--- src/rtl/sm_seq_multiplier.sv ---
`default_nettype none
// ============================================================================
// Module   : sm_seq_multiplier
// Brief    : Iterative sign-magnitude multiplier with valid/ready handshakes.
//            Each BUSY cycle multiplies |a| by DIGIT bits of |b| and adds the
//            shifted partial product into the accumulator.
// Options  : SM_MUL_NEG_ZERO_CLR_EN - when defined, a zero product is always
//            reported as +0; otherwise the sign is a^b even for a zero result.
// Revision : 1.0 - initial release
// ============================================================================
module sm_seq_multiplier #(
  parameter int WIDTH = 8,
  parameter int DIGIT = 4
) (
  input  logic               clk,
  input  logic               rst,
  input  logic               in_valid,
  output logic               in_ready,
  input  logic [WIDTH-1:0]   a,
  input  logic [WIDTH-1:0]   b,
  output logic               out_valid,
  input  logic               out_ready,
  output logic [2*WIDTH-1:0] out,
  output logic               busy
);

  localparam int c_MW    = WIDTH - 1;                  // magnitude width
  localparam int c_NITER = (c_MW + DIGIT - 1) / DIGIT; // iterations per product
  localparam int c_BW    = c_NITER * DIGIT;            // padded |b| width
  localparam int c_ACCW  = 2 * WIDTH - 2;              // product magnitude width
  localparam int c_CW    = (c_NITER > 1) ? $clog2(c_NITER) : 1;

  typedef enum logic [1:0] {
    S_IDLE = 2'd0,
    S_BUSY = 2'd1,
    S_DONE = 2'd2
  } state_t;

  state_t            r_state;
  state_t            w_state_next;
  logic [c_MW-1:0]   r_a;
  logic [c_BW-1:0]   r_b;
  logic              r_sign;
  logic [c_ACCW-1:0] r_acc;
  logic [c_CW-1:0]   r_cnt;
  logic              w_load;
  logic              w_step;
  logic              w_last;
  logic              w_sign;
  logic [c_ACCW-1:0] w_pp;

  // The shifted partial product never exceeds the final magnitude, so
  // computing it modulo 2^c_ACCW loses nothing.
  assign w_pp   = (c_ACCW'(r_a) * c_ACCW'(r_b[DIGIT-1:0])) << (32'(r_cnt) * DIGIT);
  assign w_last = (r_cnt == c_CW'(c_NITER - 1));

`ifdef SM_MUL_NEG_ZERO_CLR_EN
  assign w_sign = r_sign & (r_acc != '0);
`else
  assign w_sign = r_sign;
`endif

  // State register and operand/accumulator datapath.
  always_ff @(posedge clk) begin
    if (rst) begin
      r_state <= S_IDLE;
      r_a     <= '0;
      r_b     <= '0;
      r_sign  <= 1'b0;
      r_acc   <= '0;
      r_cnt   <= '0;
    end else begin
      r_state <= w_state_next;
      if (w_load) begin
        r_a    <= a[WIDTH-2:0];
        r_b    <= c_BW'(b[WIDTH-2:0]);
        r_sign <= a[WIDTH-1] ^ b[WIDTH-1];
        r_acc  <= '0;
        r_cnt  <= '0;
      end else if (w_step) begin
        r_acc <= r_acc + w_pp;
        r_b   <= r_b >> DIGIT;
        r_cnt <= r_cnt + c_CW'(1);
      end
    end
  end

  // Next-state decode and handshake outputs.
  always_comb begin
    w_state_next = r_state;
    w_load       = 1'b0;
    w_step       = 1'b0;
    in_ready     = 1'b0;
    out_valid    = 1'b0;
    busy         = 1'b0;
    out          = '0;
    case (r_state)
      S_IDLE: begin
        in_ready = 1'b1;
        if (in_valid) begin
          w_load       = 1'b1;
          w_state_next = S_BUSY;
        end
      end
      S_BUSY: begin
        busy   = 1'b1;
        w_step = 1'b1;
        if (w_last) w_state_next = S_DONE;
      end
      S_DONE: begin
        out_valid = 1'b1;
        out       = {w_sign, 1'b0, r_acc};
        if (out_ready) w_state_next = S_IDLE;
      end
      default: w_state_next = S_IDLE;
    endcase
  end

endmodule
`default_nettype wire
--- config.mk ---
export PLATFORM = sky130hd
export DESIGN_NAME = sm_seq_multiplier
export DESIGN_NICKNAME = d
export VERILOG_FILES = /design/src/rtl/sm_seq_multiplier.sv
export SDC_FILE = /design/constraint.sdc
export NUM_CORES = 1
export LEC_CHECK = 0
export ABC_AREA = 1
export CORE_AREA = 2 2 145 76
export DETAILED_ROUTE_END_ITERATION = 8
export DIE_AREA = 0 0 147 78
export GPL_TIMING_DRIVEN = 0
export PLACE_DENSITY = 0.58
export SETUP_SLACK_MARGIN = 0.2
export SLEW_MARGIN = 20
export SYNTH_ARGS = -nofsm -noshare
export SYNTH_HDL_FRONTEND = slang
export SYNTH_SLANG_ARGS = --single-unit
--- constraint.sdc ---
create_clock -name clk -period 4.6 [get_ports clk]
set_input_delay 0.46 -clock clk [delete_from_list [all_inputs] [get_ports clk]]
set_output_delay 0.46 -clock clk [all_outputs]
set_load 0.005 [all_outputs]
==> metrics <==
status finished clean; Worst EP required 4820 ps; Peak supply drop 0.1314 mV; Fillers 1077; final cell count without fillers 657; RSZ-0062 raised after global routing yes; synth top area cells dfxtp_1 21%, nand2_1 14%, ha_1 12%, inv_1 11%, fa_1 7.3%; initial antenna violation count 0; worst hold slack 463.0 ps; CP peak stage delay 540 ps; Post-synth EDFFs 0; ANT nets after route 0; fraction of layout cells with a size suffix above 1 14.31%; drc violations 0; DRT iter0 DRCs 98; Area Overhead vs Synth 30.07%; #FFs+latches synth 32; clk root buf clkbuf_16; pin count of the biggest net entering global routing 11; Worst-path clk slew 50 ps; combinational power share 23.3%; CTS tree yes; Worst-Skew Late Latency 280 ps; Reg-to-Reg Start r_b[3]$_SDFFE_PP0P_; CP endpoint r_acc[13]$_SDFFE_PP0P_; Max Clk Rate 242.7 MHz; I/O pin count 39; CTS buffer count 5; Worst Setup End Kind flip-flop; fin nets 576; Worst Max-Slew Pin Slew 522.3 ps; Rows 26; setup slack, reg-to-reg 480 ps; Synth top area share 21.24%; crit share post-route 89.59%; count of different cell masters after synthesis 39; Syn Nets 524; Synth Area per Inst 6.501 um2; Ant. Diodes 0; crit start category flip-flop; Detailed Place HPWL 5.743 mm; Crit Path Class reg2reg; worst-path maximum fanout 8; vias in the first global route 2721; placed cell count 641; Clock Power Share 41.8%; P_leak 0.001976 uW; Initial Util 29.91%; CP top delay family adder cells; Chip Height 78 um; min-delay worst type reg2reg; die area 11470 um2; Routed WL 7.151 mm; Fin. Hold Viols 0; Seq pwr share 34.9%; reg-to-reg endpoint r_acc[13]$_SDFFE_PP0P_; Power Density 227.9 nW/um2; YS warnings 0; worst path buffer plus inverter count 6; CTS Hold Buffers Added 0; Final Max Slew Viols 0; global-route wire length before repair 12.42 mm; Clock Sinks 32; Mapped Cells 464; most frequent cells in the layout 103 x nand2_1, 84 x inv_1, 48 x nor2_1; Layout Utilization 38.91%; Layout Skew 4.577 ps; routed vias 2875; Setup violations, final 0; CP most frequent cell nand2_1; Post-synth ARST share 0%; max_slew headroom 65.18%; H-tree depth 2; Slowest-stage cell, CP fa_1; number of max-cap violations 0; Crit path depth 27; Internal Power 638.2 uW; PortBufs 37; Core ar. 10080 um2; die width 147 um; Worst Setup SP r_b[3]$_SDFFE_PP0P_; R2R depth 27; GPL Wtd Cong 0.8876; Tmin final 4121 ps; gr usage total 13.02%; switching pwr 256.1 uW; Via density 4.376; grt ovf 0; area of the multi-input gates 2069 um2; prevailing post-synth register cell dfxtp_1; commonest non-fill, non-tap cell in the layout nand2_1; register area share after synthesis 21.24%; clk buf depth 2; FF/Latch Area 640.6 um2; Initial DRT Pass Iterations 4; synthesized cell area 3017 um2; post-synth top area cell dfxtp_1; Switching Share 28.64%; WL per Instance 10.88 um; arrival time of the worst setup path 4340 ps
==> cells by family (layout without fill, tap and decap cells) <==
| logic type | after synthesis | count (layout) | synth area share, % |
|---|---|---|---|
| other | 1 | 1 | 0.1243 |
| XOR/XNOR | 11 | 11 | 3.194 |
| multiplexers | 1 | 1 | 0.3318 |
| flip-flops | 32 | 32 | 21.24 |
| AO/OA/AOI/OAI | 72 | 72 | 12.82 |
| adder cells (fa/ha/maj) | 40 | 40 | 19.33 |
| AND/OR/NAND/NOR | 200 | 200 | 28.99 |
| buffers and inverters | 107 | 160 | 13.98 |
==> area by class of cell <==
class / instances / share of cell area [%]
plain buffers: 13 / 2.168
clock buffers: 6 / 3.284
clock inverters: 2 / 0.8929
inverters: 94 / 9.056
multi-input cells: 325 / 52.74
flip-flops and latches: 32 / 16.33
well taps: 140 / 4.464
repair buffers: 45 / 11.07
==> metal layers <==
metal  GRT usage [%]  vias up  part of all wire [%]
met4           2.308        0                  0.62
met5               0        -                     0
met3           2.176        4                   3.0
met2           22.02       31                    46
li1                -     1537                     -
met1           17.72     1303                    51
==> through the flow <==
| step | setup slack, ps | total power [uW] | setup TNS (ps) | instance area, um2 |
|---|---|---|---|---|
| final | 479.0 | 894.4 | 0 | 3924 |
| after global routing | 167.4 | 950.1 | 0 | 3924 |
| after CTS | 221.5 | 886.9 | 0 | 3752 |
| after detailed placement | -41.73 | 506.0 | -41.73 | 3562 |
| after global placement | -45.82 | 503.8 | -45.82 | 3562 |
| after floorplan | 524.4 | 445.3 | 0 | 3017 |
==> synth_stat cells (4+ instances only) <==
cell      number
nand3_1       14
dfxtp_1       32
a31oi_1        5
xor2_1         7
clkbuf_1       8
nand2_2        4
or2_1          4
inv_2          5
a21oi_1       33
nor2_2         5
xnor2_1        4
fa_1          11
nor2_1        49
o21ai_1       10
ha_1          29
nand2_1      109
inv_1         87
o21ai_0       17
==> power by group through the flow <==
stage                     clock network, uW  registers [uW]  logic (uW)
after global placement                    0             317         186
final                                   374             312         208
after global routing                    397             315         238
after floorplan                           0             313         133
after detailed placement                  0             318         188
after CTS                               383             312         192
==> tightest hold or removal path, delay by kind of cell, from the launching register on <==
kind            cells  cell delay [ps]
compound gates      1               50
simple gates        1               60
flops               1              310
==> worst min-delay path by stage <==
stage / start / endpoint / slack [ps] / cells after the start
floorplan: r_sign$_SDFFE_PP0P_ / r_sign$_SDFFE_PP0P_ / 440 / 2
global placement: r_b[6]$_SDFFE_PP0P_ / r_b[6]$_SDFFE_PP0P_ / 450 / 2
detailed placement: r_b[5]$_SDFFE_PP0P_ / r_b[5]$_SDFFE_PP0P_ / 450 / 2
CTS: r_b[6]$_SDFFE_PP0P_ / r_b[6]$_SDFFE_PP0P_ / 460 / 2
global route: r_b[5]$_SDFFE_PP0P_ / r_b[5]$_SDFFE_PP0P_ / 490 / 2
finish: r_b[6]$_SDFFE_PP0P_ / r_b[6]$_SDFFE_PP0P_ / 460 / 2
==> registers in the layout, summed over array words and instances, names as in the netlist <==
signal	count
r_a	7
r_sign	1
r_b	7
r_cnt	1
r_acc	14
r_state	2
==> what timing repair did <==
item,in CTS,in global routing
pin swaps,2,22
setup buffers,2,6
resized for setup,5,43
setup endpoints to repair,4,8
Power figures use the tool's default switching activity.
